## src/rtl/iso14443_2a_pkg.sv

```systemverilog
// rtl/iso14443_2a_pkg.sv - shared ISO/IEC 14443-2 Type A timing constants and demod state type
package iso14443_2a_pkg;

  localparam int SUBCARRIER_PERIOD = 16;
  localparam int BIT_TICKS         = 128;
  localparam int HALF_BIT_TICKS    = BIT_TICKS / 2;
  localparam int EDGE_THRESHOLD    = 3;

  typedef enum logic [1:0] {
    ST_IDLE     = 2'd0,
    ST_SOF_BIT  = 2'd1,
    ST_DATA_BIT = 2'd2
  } demod_state_e;

endpackage

```

## src/rtl/subcarrier_demod_if.sv

```systemverilog
// rtl/subcarrier_demod_if.sv - enable, load-modulation input and decoded-event strobes
interface subcarrier_demod_if;

  logic en;
  logic lm_in;
  logic sof;
  logic data;
  logic data_valid;
  logic eof;
  logic error;

  modport master (
    output en, lm_in,
    input  sof, data, data_valid, eof, error
  );

  modport slave (
    input  en, lm_in,
    output sof, data, data_valid, eof, error
  );

endinterface

```

## src/rtl/subcarrier_detect.sv

```systemverilog
// rtl/subcarrier_detect.sv - rising-edge counting per half-bit with a free-running bit tick
module subcarrier_detect
  import iso14443_2a_pkg::*;
#(
  parameter int HALF_TICKS = HALF_BIT_TICKS,
  parameter int THRESHOLD  = EDGE_THRESHOLD
) (
  input  logic clk,
  input  logic rst_n,
  input  logic lm_i,
  input  logic run_i,
  input  logic arm_i,
  output logic edge_o,
  output logic bit_done_o,
  output logic half_a_present_o,
  output logic half_b_present_o
);

  localparam int                TICK_W    = $clog2(2 * HALF_TICKS);
  localparam logic [TICK_W-1:0] LAST_TICK = TICK_W'(2 * HALF_TICKS - 1);
  localparam logic [TICK_W-1:0] HALF_TICK = TICK_W'(HALF_TICKS);
  localparam logic [2:0]        THR       = 3'(THRESHOLD);

  logic              lm_prev_q;
  logic [TICK_W-1:0] tick_q, tick_d;
  logic [2:0]        cnt_a_q, cnt_a_d, cnt_b_q, cnt_b_d;
  logic [2:0]        cnt_a_acc, cnt_b_acc;
  logic              edge_w;

  assign edge_w = lm_i & ~lm_prev_q;
  assign edge_o = edge_w;

  always_comb begin
    cnt_a_acc = cnt_a_q;
    cnt_b_acc = cnt_b_q;
    // The current cycle's edge is folded in so the tick-127 decision sees it.
    if (edge_w) begin
      if (tick_q < HALF_TICK) begin
        if (cnt_a_q != 3'd7) cnt_a_acc = cnt_a_q + 3'd1;
      end else begin
        if (cnt_b_q != 3'd7) cnt_b_acc = cnt_b_q + 3'd1;
      end
    end
    bit_done_o       = run_i & (tick_q == LAST_TICK);
    half_a_present_o = cnt_a_acc >= THR;
    half_b_present_o = cnt_b_acc >= THR;
    tick_d  = '0;
    cnt_a_d = '0;
    cnt_b_d = '0;
    // Idle keeps tick at 0, so a start edge lands in the first half as tick 0.
    if ((run_i && !bit_done_o) || (arm_i && edge_w)) begin
      tick_d  = tick_q + TICK_W'(1);
      cnt_a_d = cnt_a_acc;
      cnt_b_d = cnt_b_acc;
    end
  end

  always_ff @(posedge clk or negedge rst_n) begin
    if (!rst_n) begin
      lm_prev_q <= 1'b0;
      tick_q    <= '0;
      cnt_a_q   <= '0;
      cnt_b_q   <= '0;
    end else begin
      lm_prev_q <= lm_i;
      tick_q    <= tick_d;
      cnt_a_q   <= cnt_a_d;
      cnt_b_q   <= cnt_b_d;
    end
  end

endmodule

```

## src/rtl/subcarrier_demod.sv

```systemverilog
// rtl/subcarrier_demod.sv - Type A PICC-to-PCD Manchester subcarrier demodulator
module subcarrier_demod
  import iso14443_2a_pkg::*;
#(
  parameter int HALF_BIT_TICKS = iso14443_2a_pkg::HALF_BIT_TICKS,
  parameter int EDGE_THRESHOLD = iso14443_2a_pkg::EDGE_THRESHOLD
) (
  input logic               clk,
  input logic               rst_n,
  subcarrier_demod_if.slave bus
);

  demod_state_e state_q;
  logic sof_q, data_q, data_valid_q, eof_q, error_q;
  logic edge_w, bit_done_w, a_w, b_w;
  logic run_w, arm_w;

  assign run_w = bus.en & (state_q != ST_IDLE);
  assign arm_w = bus.en & (state_q == ST_IDLE);

  subcarrier_detect #(
    .HALF_TICKS (HALF_BIT_TICKS),
    .THRESHOLD  (EDGE_THRESHOLD)
  ) u_detect (
    .clk              (clk),
    .rst_n            (rst_n),
    .lm_i             (bus.lm_in),
    .run_i            (run_w),
    .arm_i            (arm_w),
    .edge_o           (edge_w),
    .bit_done_o       (bit_done_w),
    .half_a_present_o (a_w),
    .half_b_present_o (b_w)
  );

  always_ff @(posedge clk or negedge rst_n) begin
    if (!rst_n) begin
      state_q      <= ST_IDLE;
      sof_q        <= 1'b0;
      data_q       <= 1'b0;
      data_valid_q <= 1'b0;
      eof_q        <= 1'b0;
      error_q      <= 1'b0;
    end else begin
      sof_q        <= 1'b0;
      data_valid_q <= 1'b0;
      eof_q        <= 1'b0;
      error_q      <= 1'b0;
      if (!bus.en) begin
        state_q <= ST_IDLE;
      end else begin
        case (state_q)
          ST_IDLE: begin
            if (edge_w) state_q <= ST_SOF_BIT;
          end
          ST_SOF_BIT: begin
            // A lone '0' or empty first bit is treated as noise and dropped quietly.
            if (bit_done_w) begin
              if (a_w && b_w) begin
                error_q <= 1'b1;
                state_q <= ST_IDLE;
              end else if (a_w) begin
                sof_q   <= 1'b1;
                state_q <= ST_DATA_BIT;
              end else begin
                state_q <= ST_IDLE;
              end
            end
          end
          ST_DATA_BIT: begin
            if (bit_done_w) begin
              if (a_w && b_w) begin
                error_q <= 1'b1;
                state_q <= ST_IDLE;
              end else if (a_w || b_w) begin
                data_valid_q <= 1'b1;
                data_q       <= a_w;
              end else begin
                eof_q   <= 1'b1;
                state_q <= ST_IDLE;
              end
            end
          end
          default: state_q <= ST_IDLE;
        endcase
      end
    end
  end

  assign bus.sof        = sof_q;
  assign bus.data       = data_q;
  assign bus.data_valid = data_valid_q;
  assign bus.eof        = eof_q;
  assign bus.error      = error_q;

endmodule

```

## src/flat_wrapper.sv

```systemverilog
// flat-port wrapper written by rule: the top's interface ports become plain ports
module subcarrier_demod_flat import iso14443_2a_pkg::*;
#(
  parameter int HALF_BIT_TICKS = iso14443_2a_pkg::HALF_BIT_TICKS,
  parameter int EDGE_THRESHOLD = iso14443_2a_pkg::EDGE_THRESHOLD
)
  (clk, rst_n, bus_en, bus_lm_in, bus_sof, bus_data, bus_data_valid, bus_eof, bus_error);
  subcarrier_demod_if bus_i ();
  input logic clk;
  input logic rst_n;
  input wire logic [$bits(bus_i.en)-1:0] bus_en;
  input wire logic [$bits(bus_i.lm_in)-1:0] bus_lm_in;
  output wire logic [$bits(bus_i.sof)-1:0] bus_sof;
  output wire logic [$bits(bus_i.data)-1:0] bus_data;
  output wire logic [$bits(bus_i.data_valid)-1:0] bus_data_valid;
  output wire logic [$bits(bus_i.eof)-1:0] bus_eof;
  output wire logic [$bits(bus_i.error)-1:0] bus_error;
  assign bus_i.en = bus_en;
  assign bus_i.lm_in = bus_lm_in;
  assign bus_sof = bus_i.sof;
  assign bus_data = bus_i.data;
  assign bus_data_valid = bus_i.data_valid;
  assign bus_eof = bus_i.eof;
  assign bus_error = bus_i.error;
  subcarrier_demod #(.HALF_BIT_TICKS(HALF_BIT_TICKS), .EDGE_THRESHOLD(EDGE_THRESHOLD)) u_core (.clk(clk), .rst_n(rst_n), .bus(bus_i));
endmodule
```

## config.mk

```make
export PLATFORM = sky130hd
export DESIGN_NAME = subcarrier_demod_flat
export DESIGN_NICKNAME = d
export VERILOG_FILES = /design/src/rtl/iso14443_2a_pkg.sv /design/src/rtl/subcarrier_demod_if.sv /design/src/rtl/subcarrier_detect.sv /design/src/rtl/subcarrier_demod.sv /design/src/flat_wrapper.sv
export SDC_FILE = /design/constraint.sdc
export NUM_CORES = 1
export LEC_CHECK = 0
export ABC_AREA = 1
export CELL_PAD_IN_SITES_DETAIL_PLACEMENT = 1
export CELL_PAD_IN_SITES_GLOBAL_PLACEMENT = 1
export CORE_ASPECT_RATIO = 1.75
export CORE_MARGIN = 2
export CORE_UTILIZATION = 46
export CTS_CLUSTER_SIZE = 30
export DETAILED_ROUTE_END_ITERATION = 8
export GPL_ROUTABILITY_DRIVEN = 0
export PLACE_DENSITY_LB_ADDON = 0.1
export SETUP_SLACK_MARGIN = 0.5
export SYNTH_ARGS = -nofsm -noshare
export SYNTH_HDL_FRONTEND = slang
export SYNTH_SLANG_ARGS = --single-unit
```

## constraint.sdc

```tcl
create_clock -name clk -period 3.6 [get_ports clk]
set_input_delay 0.36 -clock clk [delete_from_list [all_inputs] [get_ports clk]]
set_output_delay 0.36 -clock clk [all_outputs]
set_load 0.02 [all_outputs]
```

==> results of run 1 <==
## cell type report
cell class | instances | area share (%)
sequential | 21 | 41.2
tap | 25 | 2.45
multi-input combinational | 85 | 40.1
inverter | 21 | 6.38
timing repair buffer | 8 | 6.28
clock buffer | 4 | 3.53
## critical path: cells and delay by family (launching register included)
kind | cells | cell delay [ps]
AND/OR/NAND/NOR | 8 | 830
adder cells (fa/ha/maj) | 2 | 480
flip-flops | 1 | 420
AO/OA/AOI/OAI | 2 | 250
buffers and inverters | 1 | 130
## sequential cells by signal, summed over array words and instances (netlist names)
name,cells
u_core.u_detect.lm_prev_q,1
u_core.bus.sof,1
u_core.state_q,2
u_core.u_detect.cnt_b_q,3
u_core.bus.data_valid,1
u_core.bus.error,1
u_core.bus.data,1
u_core.bus.eof,1
u_core.u_detect.cnt_a_q,3
u_core.u_detect.tick_q,7
## cell usage in the layout (no fill, tap or decap), types with 3 or more instances in the layout
master and n:
nand2_1 24, nand4_1 3, a21oi_1 4, inv_1 19
nand3_2 5, dfrtp_1 21, o21ai_0 3, nand3_1 5
ha_1 8, clkdlybuf4s50_1 8, nor2_4 3, clkbuf_8 3
nor2_1 14
## power groups by stage
stage	clock, mW	combinational [mW]	sequential, mW
after floorplan	0	0.107	0.271
after global placement	0	0.136	0.275
after detailed placement	0	0.143	0.276
after CTS	0.166	0.144	0.271
after global routing	0.171	0.164	0.274
final	0.160	0.140	0.271
## Yosys cell counts (all sizes together)
master   n  area share, %
inv     21            7.3
xor2     1           0.78
a21oi    4            1.8
nand3   10            6.7
nand4    3            1.7
o21a     1           0.67
or2      1           0.56
and2     1           0.56
nor2    18            8.3
xnor2    1           0.78
o21ai    7            3.8
dfrtp   21             47
a31oi    2            1.1
nor3     2           0.89
nand2   26            9.2
ha       8            8.9
## routing by layer
metal  share of wire, %  GRT usage [%]
met4                4.3           16.8
met3                1.8           3.21
met2                 58           36.5
met1                 36           21.5
met5                  0              0
## cell families after synthesis
| group | share of synthesized area [%] |
|---|---|
| flip-flops | 47.0 |
| AO/OA/AOI/OAI | 7.38 |
| XOR/XNOR | 1.57 |
| AND/OR/NAND/NOR | 27.9 |
| buffers and inverters | 7.27 |
| adder cells (fa/ha/maj) | 8.95 |
## through the flow
stage	instances	instance area (um^2)	setup slack [ps]	total power, mW
6_report	164	1270	1390	0.571
5_1_grt	164	1270	1190	0.609
4_1_cts	164	1270	1360	0.581
3_5_place_dp	160	1230	1110	0.419
3_3_place_gp	160	1230	1260	0.411
2_1_floorplan	127	1120	1780	0.378
## worst min path at each step
stage,start,endpoint,slack (ps),cells past startpoint
floorplan,rst_n,u_core.bus.data,60,0
global placement,u_core.u_detect.tick_q[0],u_core.u_detect.tick_q[0],450,1
global route,u_core.u_detect.tick_q[0],u_core.u_detect.tick_q[0],480,1
CTS,u_core.u_detect.tick_q[0],u_core.u_detect.tick_q[0],460,1
finish,u_core.u_detect.tick_q[0],u_core.u_detect.tick_q[0],460,1
detailed placement,u_core.u_detect.tick_q[0],u_core.u_detect.tick_q[0],450,1
==> metrics.md, run 1 <==
| Metric | Value |
|---|---|
| Status | complete, no violations |
| Crit-path slowest cell | dfrtp_1 |
| Initial antenna violation count | 0 |
| Setup Fix Bufs, Post-CTS | 0 |
| Reg2reg end | u_core.state_q[1] |
| Clk buf depth | 2 |
| Max frequency | roughly 450 MHz |
| Pleak | ~0.61 nW |
| Worst setup EP type | register |
| Library cells used by synthesis | 24 |
| Min cycle time layout | ~2200 ps |
| Antenna cells | 0 |
| CP required | approximately 3800 ps |
| Clock network power share | about 28% |
| RSZ-0062 raised after global routing | no |
| Seq/Total Area, Yosys | between 40% and 50% |
| Final layout net count | 152 |
| Syn Inst Count | 127 |
| DR WL/cell | around 16 um |
| Slew @ Worst Pin | 950 ps |
| Site Rows | 23 |
| DRC Markers | 0 |
| Hold crit path type | reg -> reg |
| Element type at the critical path start | register |
| Area Growth Syn to Fin | 14.0% |
| Seq pwr share | 47.4% |
| Clock transition at path regs | approximately 80 ps |
| Clock sinks | 21 |
| # resized after CTS | 0 |
| Root Buffer | clkbuf_8 |
| Crit path DAT | 2370 ps |
| Setup-failing EPs final | 0 |
| Crit path top cell by count | nand2_1 |
| Htree depth | 1 |
| Worst Skew | around 2.5 ps |
| Synthesized flop and latch total | 21 |
| Critical path class | reg -> reg |
| Number of synthesis warnings | 0 |
| Sw Ratio | 32.7% |
| Hold_ws | between 400 and 500 ps |
| Die X | a little over 40 um |
| Final Util | between 50% and 60% |
| Layout cells sized above 1 | between 10% and 20% |
| P_int | just under 400 uW |
| Later-pin clock latency in the skew report | about 270 ps |
| Syn avg cell area | between 8 and 9 um^2 |
| Crit path cell chain | ha_1 > nand2_1 > nand2_1 > o21ai_0 > nand2_1 > nand2_1 > nand2_1 > inv_1 > ha_1 > nand3_1 > nand3_2 > nor2_1 > a21oi_1 |
| Syn_nets | 139 |
| Slew headroom | between 30% and 40% |
| Pwr dens | about 450 mW/mm^2 |
| CP Max Fanout | 4 |
| Max stage delay on crit path | 420 ps |
| Crit path from | u_core.u_detect.cnt_b_q[0] |
| WL final | between 2000 and 3000 um |
| CTS tree | yes |
| First-pass GRT wire length | 4110 um |
| Final ANT Viol Nets | 0 |
| Tot GR Track Use | 21.9% |
| First-pass DRT Iterations | 3 |
| Fillers | 278 |
| DIE AREA | around 0.0029 mm^2 |
| CTS Buf Count | 3 |
| Mapped Area | around 0.0011 mm^2 |
| Worst Reg-to-Reg Cells | 13 |
| Number of global-route vias before repair | roughly 1000 |
| Area of the multi-input gates | 512 um^2 |
| Max VDD drop | ~0.24 mV |
| Power share of the combinational group | 24.6% |
| I/O pin count | 9 |
| Vias | between 800 and 900 |
| Starting DRT DRC Count | 10 |
| DP HPWL | between 1500 and 2000 um |
| Initial Util | 48.6% |
| R2r setup slk | ~1400 ps |
| Total of max-cap violations | 0 |
| Die height | ~69 um |
| Pins Over Slew Limit | 0 |
| Seq. cell area | 526 um^2 |
| Total negative slack | 0 ps |
| Largest net degree at the start of global routing | 22 |
| Grt total ovfl | 0 |
| Quantity of hold-fixing buffers added after cts | 0 |
| IO buf count | 8 |
| Vias per cell | about 5.4 |
| Period utilization | approximately three fifths |
| CORE AREA | about 0.0023 mm^2 |
| Switching power | ~190 uW |
| Fin. Hold Viols | 0 |
| RR Startpoint | u_core.u_detect.cnt_b_q[0] |
| Worst Setup EP | u_core.state_q[1] |
Power figures use the tool's default switching activity.
==> run 2: changes to the inputs <==
CORE_UTILIZATION = 43   (was 46)
clock period = 2.25 ns   (was 3.6 ns; I/O delays follow)
==> run 2 against run 1 <==
Effect of this change:
- non-clock buffer count is 14 higher
- register-to-register slack worse by 1100 ps
- count of clock-buffer cells in the layout is 1 lower
- total power is 72% higher
- via count is 8.3% higher
- critical endpoint is now u_core.state_q[0]
- sequential share of layout area is 7.5 points lower
- global-route usage is 0.12 points lower
- clock skew is 7.3 ps higher
- first-iteration DRC count stayed put
- cell count is 9.1% higher
- die area is 6.4% higher
==> metrics.md, run 2 (synthesized netlist as in run 1, its figures left out) <==
| Metric | Value |
|---|---|
| Hold crit path type | in -> reg (was reg -> reg) |
| First-pass GRT wire length | 4880 um (was 4110 um) |
| Critical path class | reg -> reg (unchanged) |
| DRC Markers | 0 (unchanged) |
| Antenna cells | 0 (unchanged) |
| Final ANT Viol Nets | 0 (unchanged) |
| Biggest regs | u_core.u_detect.tick_q: 7 flops, u_core.u_detect.cnt_a_q: 3 flops, u_core.u_detect.cnt_b_q: 3 flops (unchanged) |
| Worst Reg-to-Reg Cells | 13 (unchanged) |
| Vias | 952 (was 879) |
| RSZ-0062 raised after global routing | yes (was no) |
| Die height | 71.5 um (was 69.2 um) |
| Setup-failing EPs final | 0 (unchanged) |
| Initial Util | 44.9% (was 48.6%) |
| Element type at the critical path start | register (unchanged) |
| Final Util | 62.7% (was 55.4%) |
| Largest net degree at the start of global routing | 22 (unchanged) |
| Clock sinks | 21 (unchanged) |
| Design Power | 984 uW (was 571 uW) |
| Clk buf depth | 2 (unchanged) |
| WL final | 3120 um (was 2550 um) |
| Clock transition at path regs | 90 ps (was 80 ps) |
| Area Growth Syn to Fin | 39.6% (was 14.0%) |
| Later-pin clock latency in the skew report | 270 ps (about the same) |
| Die X | 42.6 um (was 41.3 um) |
| Fin. Hold Viols | 0 (unchanged) |
| Pwr dens | 630 mW/mm^2 (was 448 mW/mm^2) |
| CORE AREA | 0.00249 mm^2 (was 0.00230 mm^2) |
| Max VDD drop | 0.520 mV (was 0.243 mV) |
| Grt total ovfl | 0 (unchanged) |
| Worst Skew | 9.82 ps (was 2.54 ps) |
| Initial antenna violation count | 0 (unchanged) |
| Vias per cell | 5.32 (was 5.36) |
| Top reg by flops | u_core.u_detect.tick_q (unchanged) |
| Quantity of hold-fixing buffers added after cts | 0 (unchanged) |
| Max frequency | 509 MHz (was 452 MHz) |
| Site Rows | 24 (was 23) |
| Slew @ Worst Pin | 343 ps (was 950 ps) |
| Root Buffer | clkbuf_8 (unchanged) |
| IO buf count | 8 (unchanged) |
| Commonest non-fill, non-tap cell in the layout | dfrtp_1 (was nand2_1) |
| Slew headroom | 77.0% (was 36.5%) |
| Worst hold path stage count | 1 (unchanged) |
| Starting DRT DRC Count | 10 (unchanged) |
| Crit path DAT | 2110 ps (was 2370 ps) |
| DR WL/cell | 17.4 um (was 15.5 um) |
| CTS tree | yes (unchanged) |
| Tot GR Track Use | 21.8% (was 21.9%) |
| Most frequent cells in the layout | dfrtp_1 (20), inv_1 (18), nand2_1 (14) (was nand2_1 (24), dfrtp_1 (21), inv_1 (19)) |
| First-pass DRT Iterations | 4 (was 3) |
| CP Max Fanout | 4 (unchanged) |
| Min cycle time layout | 1960 ps (was 2210 ps) |
| Design area | 0.00156 mm^2 (was 0.00127 mm^2) |
| Htree depth | 1 (unchanged) |
| Pleak | 0.744 nW (was 0.611 nW) |
| Hold_ws | 219 ps (was 456 ps) |
| Total of max-cap violations | 0 (unchanged) |
| Max reg flops | 7 (unchanged) |
| I/O pin count | 9 (unchanged) |
| Total negative slack | 0 ps (unchanged) |
| CTS Buf Count | 3 (unchanged) |
| Number of global-route vias before repair | 1055 (was 1005) |
| CP required | 2400 ps (was 3760 ps) |
| DP HPWL | 1920 um (was 1970 um) |
| Status | complete, no violations (unchanged) |
| Worst setup EP type | register (unchanged) |
| Cell Area, Placed | 0.00125 mm^2 (was 0.00123 mm^2) |
| Layout cells sized above 1 | 37.9% (was 12.9%) |
| Final layout net count | 166 (was 152) |
| DIE AREA | 0.00304 mm^2 (was 0.00286 mm^2) |
| Pins Over Slew Limit | 0 (unchanged) |
| Period utilization | 87.3% (was 61.4%) |
## run 2: worst paths after layout
| check | from | to | slack [ps] |
|---|---|---|---|
| max | u_core.u_detect.cnt_b_q[0] | u_core.state_q[0] | 290 |
| min | bus_lm_in | u_core.u_detect.lm_prev_q | 220 |
| max reg2reg | u_core.u_detect.cnt_b_q[0] | u_core.state_q[0] | 290 |
| min reg2reg | u_core.u_detect.tick_q[0] | u_core.u_detect.tick_q[0] | 470 |
| max in group asynchronous | rst_n | u_core.u_detect.tick_q[6] | 1710 |
| min in group asynchronous | rst_n | u_core.u_detect.tick_q[1] | 300 |
## run 2: where the power goes
| group | internal (mW) | total (mW) | switching [mW] |
|---|---|---|---|
| registers | 0.409 | 0.434 | 0.0255 |
| logic | 0.101 | 0.291 | 0.190 |
| clock network | 0.124 | 0.259 | 0.135 |
## run 2: per-layer routing
| layer | part of all wire (%) | vias up | global-route usage, % |
|---|---|---|---|
| met3 | 1.3 | 4 | 2.27 |
| li1 | - | 455 | - |
| met1 | 36 | 482 | 21.7 |
| met5 | 0 | - | 0 |
| met2 | 62 | 11 | 43.6 |
| met4 | 1.2 | 0 | 9.03 |
## run 2: worst max-delay path, cell delays in order (launching register included)
cell and delay, ps:
dfrtp_1 410, ha_2 220, nand2_4 80, buf_6 100, nand4_1 120, nand2_2 140
nand2_4 80, nand2_4 80, inv_4 50, ha_4 230, nand3_4 90, nand3_4 110
nand2_2 70, o21ai_1 60
## run 2: area by class of cell
class | count | area [um^2]
Sequential cell | 21 | 527
Inverter | 21 | 83.8
Fill cell | 278 | 931
Multi-Input combinational cell | 85 | 677
Clock buffer | 3 | 41.3
Timing Repair Buffer | 22 | 195
Clock inverter | 1 | 5.00
Tap cell | 26 | 32.5
## run 2: what timing repair did
item / 4_1_cts / 5_1_grt
pin swaps: 18 / 11
resized for setup: 11 / 28
buffers inserted: 10 / 3
setup endpoints to repair: 5 / 7
## run 2: stage by stage
stage                     instances  worst slack [ps]
after floorplan                 127               492
after global placement          162              99.0
after detailed placement        162             -12.0
after CTS                       176               369
after global routing            179               175
final                           179               286
